### src/rtl/matrix_add_sub_unit.sv
// matrix_add_sub_unit: element-wise 4x4 add/subtract responder.
// Two operand matrices are written over a wide bus, then one result row is
// produced per clock. The result is presented with flag=1 until the engine
// acknowledges it with a read.
//
// Bus handshake: the engine is the only initiator. A transaction is en=1 at
// a rising clock edge; rw=1 writes an operand (matSel picks A/B), rw=0 reads
// (acknowledges) the result. Writes are accepted only in IDLE/LOAD, reads
// only in DONE. Anything else is silently ignored. There is no back-pressure
// signal other than busy (CALC) and flag (DONE).
module matrix_add_sub_unit #(
    parameter int ELEM_W = 16,
    parameter int DIM    = 4
) (
    input  logic                      clk,
    input  logic                      RESET,
    output logic [DIM*DIM*ELEM_W-1:0] dataOut,
    output logic                      flag,
    output logic                      busy,
    input  logic [DIM*DIM*ELEM_W-1:0] dataIn,
    input  logic                      en,
    input  logic                      rw,
    input  logic                      matSel,
    input  logic                      add1sub0,
    output logic [1:0]                o_dbg_state
);

    localparam int ROW_BITS = DIM * ELEM_W;
    localparam int BUS_W    = DIM * ROW_BITS;
    localparam int ROW_W    = (DIM > 1) ? $clog2(DIM) : 1;

    typedef enum logic [1:0] {
        S_IDLE = 2'd0,
        S_LOAD = 2'd1,
        S_CALC = 2'd2,
        S_DONE = 2'd3
    } state_t;

    state_t              r_state;
    logic [BUS_W-1:0]    r_a;
    logic [BUS_W-1:0]    r_b;
    logic [BUS_W-1:0]    r_dout;
    logic                r_flag;
    logic                r_busy;
    logic                r_a_valid;
    logic                r_b_valid;
    logic [ROW_W-1:0]    r_row;
    logic                r_op;

    logic [ROW_BITS-1:0] w_a_row;
    logic [ROW_BITS-1:0] w_b_row;
    logic [ROW_BITS-1:0] w_row_res;
    logic                w_wr;
    logic                w_rd;
    logic                w_a_valid_nxt;
    logic                w_b_valid_nxt;

    assign w_wr          = en & rw;
    assign w_rd          = en & ~rw;
    assign w_a_valid_nxt = r_a_valid | ~matSel;
    assign w_b_valid_nxt = r_b_valid | matSel;

    assign w_a_row = r_a[int'(r_row) * ROW_BITS +: ROW_BITS];
    assign w_b_row = r_b[int'(r_row) * ROW_BITS +: ROW_BITS];

    // Result of the current row: wrap-around add or subtract per column.
    always_comb begin
        w_row_res = '0;
        for (int c = 0; c < DIM; c++) begin
            if (r_op) begin
                w_row_res[c*ELEM_W +: ELEM_W] = w_a_row[c*ELEM_W +: ELEM_W] + w_b_row[c*ELEM_W +: ELEM_W];
            end else begin
                w_row_res[c*ELEM_W +: ELEM_W] = w_a_row[c*ELEM_W +: ELEM_W] - w_b_row[c*ELEM_W +: ELEM_W];
            end
        end
    end

    // Control FSM with operand capture, row-serial datapath and registered outputs.
    always_ff @(posedge clk or negedge RESET) begin
        if (!RESET) begin
            r_state   <= S_IDLE;
            r_a       <= '0;
            r_b       <= '0;
            r_dout    <= '0;
            r_flag    <= 1'b0;
            r_busy    <= 1'b0;
            r_a_valid <= 1'b0;
            r_b_valid <= 1'b0;
            r_row     <= '0;
            r_op      <= 1'b1;
        end else begin
            case (r_state)
                S_IDLE, S_LOAD: begin
                    if (w_wr) begin
                        if (matSel) begin
                            r_b <= dataIn;
                        end else begin
                            r_a <= dataIn;
                        end
                        r_a_valid <= w_a_valid_nxt;
                        r_b_valid <= w_b_valid_nxt;
                        if (w_a_valid_nxt && w_b_valid_nxt) begin
                            // Operation is frozen here; later add1sub0 changes are ignored.
                            r_op    <= add1sub0;
                            r_row   <= '0;
                            r_busy  <= 1'b1;
                            r_state <= S_CALC;
                        end else begin
                            r_state <= S_LOAD;
                        end
                    end
                end
                S_CALC: begin
                    r_dout[int'(r_row) * ROW_BITS +: ROW_BITS] <= w_row_res;
                    r_row <= r_row + 1'b1;
                    if (r_row == ROW_W'(DIM - 1)) begin
                        r_busy  <= 1'b0;
                        r_flag  <= 1'b1;
                        r_state <= S_DONE;
                    end
                end
                S_DONE: begin
                    // Result stays on dataOut after the acknowledge until the next CALC.
                    if (w_rd) begin
                        r_flag    <= 1'b0;
                        r_a_valid <= 1'b0;
                        r_b_valid <= 1'b0;
                        r_state   <= S_IDLE;
                    end
                end
                default: r_state <= S_IDLE;
            endcase
        end
    end

    assign dataOut     = r_dout;
    assign flag        = r_flag;
    assign busy        = r_busy;
    assign o_dbg_state = r_state;

endmodule

### config.mk
export PLATFORM = sky130hd
export DESIGN_NAME = matrix_add_sub_unit
export DESIGN_NICKNAME = d
export VERILOG_FILES = /design/src/rtl/matrix_add_sub_unit.sv
export SDC_FILE = /design/constraint.sdc
export NUM_CORES = 1
export LEC_CHECK = 0
export ABC_AREA = 1
export CAP_MARGIN = 25
export CORE_MARGIN = 3
export CORE_UTILIZATION = 40
export CTS_BUF_LIST = sky130_fd_sc_hd__clkbuf_4 sky130_fd_sc_hd__clkbuf_8
export CTS_CLUSTER_SIZE = 10
export DETAILED_ROUTE_END_ITERATION = 8
export HOLD_SLACK_MARGIN = 0.12
export SLEW_MARGIN = 20
export SYNTH_ARGS = -nofsm -noshare
export SYNTH_HDL_FRONTEND = slang
export SYNTH_SLANG_ARGS = --single-unit
### constraint.sdc
create_clock -name clk -period 4.49 [get_ports clk]
set_clock_uncertainty 0.15 [all_clocks]
set_input_delay 1.1225 -clock clk [delete_from_list [all_inputs] [get_ports clk]]
set_output_delay 1.1225 -clock clk [all_outputs]
set_load 0.03 [all_outputs]
==> summary.txt <==
Floorplanning
  – Core region area: 0.09180 sq mm
  – Die Area: 0.09652 sq mm
  – Die height: 310.7 um
  – Rows: 111
  – IO Pins: 522
  – Initial core utilization: 40.45%
  – Die X: 310.7 um

Critical path
  – Worst setup SP type: register
  – Crit path capture type: register
  – Crit path DAT: 4.69 ns
  – Worst path cell trace: inv_8, buf_4, nand2_1, nand3_1, and2_1, inv_1, ha_1, nand3_1, or2_1, o21ai_2, nand2_1, nor2_1, or2_1, nand2_1, inv_1, ha_1, a21oi_1, o21ai_0, a21oi_1, o21ai_0, xor2_2, buf_4, nand3_1, o21ai_0
  – Slowest CP cell: dfrtp_4
  – Register-to-register setup slack: 0.30 ns
  – Crit path required time: 4.99 ns
  – CP Max Fanout: 20
  – Setup Crit Path Kind: reg -> reg
  – CP max stage delay: 0.57 ns

Yosys
  – Post-synthesis compound-gate area fraction: 15.08%
  – Synth area leaders: dfrtp_1, nand2_1, o21ai_0, inv_1, ha_1
  – Cell taking the most area after synthesis: dfrtp_1
  – Mapped Cells: 4541
  – Synth cell count leaders: nand2_1, o21ai_0, dfrtp_1, inv_1, nor2_1
  – Post-synth net total: 4890
  – Post-synth top area share: 52.30%
  – Synth Register Bits: 777
  – Sequential area share after synthesis: 52.37%
  – Mapped Area: 0.03713 sq mm
  – Post-Synth Simple-Gate Area: 19.45%
  – Synthesized-area fraction occupied by adder cells: 3.012%
  – EDFF count, synth: 0
  – Most frequent cell after synthesis: nand2_1
  – Post-Synth XOR/XNOR Area: 2.642%
  – Synth unique cells: 45
  – Mux contribution to synthesized area: 0%
  – Main combinational cell family by area after synthesis: simple AND/OR/NAND/NOR gates
  – Ys flop type: dfrtp_1
  – YS warnings: 0
  – Fraction of registers with async set/reset: 100.0%
  – Syn Area/Cell: 8.177 sq um

Cells and area
  – Layout cell share with drive strength beyond 1: 7.389%
  – Layout Cells excl Fill: 6381
  – Filler cells: 8866
  – Final nets: 5369
  – Finished Cell Area: 0.04702 sq mm
  – Area Overhead vs Synth: 26.62%

Clock network
  – H-Tree Level Count: 4
  – TritonCTS Buffers: 137
  – CTS tree: yes
  – Root Buffer: clkbuf_8
  – CTS Hold Bufs: 0
  – Clock Sinks: 777
  – Clk_lat worst skew: 0.80 ns
  – Max Root-Sink Buffers: 3
  – Clock slew at reported path FFs: 0.06 ns

STA
  – Worst slew margin: 31.77%
  – Hold Violations, Final: 0
  – Setup TNS Final: 0 ns
  – Tmin final: 4.189 ns
  – Final Max Tran Viols: 0
  – Final cycle utilization of the critical path: 93.30%
  – Setup violations, final: 0
  – Worst slew pin tran: 1.023 ns
  – Fmax: 238.7 MHz
  – RSZ-0062 raised after global routing: yes

Outcome
  – Status: complete, no violations

Placement
  – Dpl cell area: 0.04376 sq mm
  – Gpl congestion: 0.8758
  – Final HPWL DP: 87390 um
  – Placed Cells: 6121
  – Port Buf Inserts: 521

GRT
  – Initial antenna violation count: 25
  – Total grt overflow: 0
  – First-pass GRT wire length: 189700 um
  – Largest net degree at the start of global routing: 220
  – Tot GR Track Use: 25.12%
  – Vias in the first global route: 31460

Routing
  – Final WL: 124000 um
  – Residual DRC: 0
  – DRT antenna net count: 0
  – DR pass1 iterations: 6
  – Routed len/inst: 19.44 um
  – DR iter-0 viols: 2710
  – Via density: 5.066
  – Via count of the routed design: 32320

Run
  – Maxcap violations: 0

Hold path
  – Hold Path Class: in -> async
## flip-flops by register name, indices dropped and copies added, names as in the netlist
signal and count:
busy 1, dataOut 256, flag 1, o_dbg_state 2, r_a 256, r_a_valid 1, r_b 256, r_b_valid 1
r_op 1, r_row 2
## through the flow
step           util (%)  hold WS, ns  setup slack [ns]
4_1_cts           51.02       0.1646            0.1580
3_5_place_dp      47.67       0.3143            0.1674
5_1_grt           51.19       0.2223          -0.04256
6_report          51.21       0.2004            0.3006
3_3_place_gp      47.63       0.3093            0.2128
2_1_floorplan         -       0.2978            0.8282
## worst paths after layout
| check | depth (start not counted) | endpoint | start |
|---|---|---|---|
| max | 24 | dataOut[237] | r_row[0] |
| max in group asynchronous | 3 | r_b[69] | RESET |
| max reg2reg | 24 | dataOut[237] | r_row[0] |
| min reg2reg | 2 | r_a[66] | r_a[66] |
| min | 1 | dataOut[83] | RESET |
| min in group clk | 2 | r_a[66] | r_a[66] |
## what timing repair did
action / in CTS / in global routing
endpoints found under the setup margin: 0 / 54
setup buffers: 0 / 1
gates resized for setup: 0 / 24
hold endpoints to repair: 0 / 0
## cells in the final DEF (no fill, tap or decap), types with 8 or more instances in the layout
cell type,instances
dfrtp_1,774
clkdlybuf4s50_1,520
buf_4,58
nand2_1,1343
inv_1,420
xnor2_1,50
buf_12,22
nor3_1,8
a22o_1,49
nor2_1,224
a21oi_1,74
diode_2,9
nand2_2,9
clkinv_2,11
clkbuf_8,183
o22ai_1,56
o21bai_1,10
clkbuf_4,38
o21ai_1,14
o21ai_0,816
xor2_1,58
nand3_1,194
ha_1,82
nand4_1,14
## cells by family (layout without fill, tap and decap cells)
logic type,Yosys count,count (layout)
other,0,9
and+or+nand+nor,1821,1821
buffers and inverters,697,1285
adders and majority gates,87,87
xor gates and xnor gates,112,112
AOI/OAI and AO/OA,1047,1047
DFF,777,777
## routing by layer
metal  global-route usage, %  vias up  routed length (um)
met5                       0        -                 138
met2                   38.12     1075               54220
met1                   35.42    15410               56860
met3                   6.267      203                9560
met4                   7.848       22                3250
li1                        -    15620                   -
## worst max-delay path: cells and delay by family, from the launching register on
kind	cells	cell delay, ns
flops	1	0.57
buf+inv	5	0.70
compound gates	6	0.75
fa+ha+maj	2	0.49
simple gates	10	1.19
xor+xnor	1	0.20
## final cells by class
class / instances / area (sq um) / share of cell area [%]
clock buffer: 221 / 2804 / 5.964
tap: 1243 / 1555 / 3.308
timing repair buffer: 610 / 6277 / 13.35
multi-input combinational: 3067 / 15010 / 31.92
antenna: 9 / 22.52 / 0.04790
clock inverter: 27 / 271.5 / 0.5775
sequential: 777 / 19450 / 41.37
inverter: 427 / 1623 / 3.452
Power is left out: the tool's default activity adds up to more than one toggle a clock period on the data nets, which glitch-free logic cannot reach.
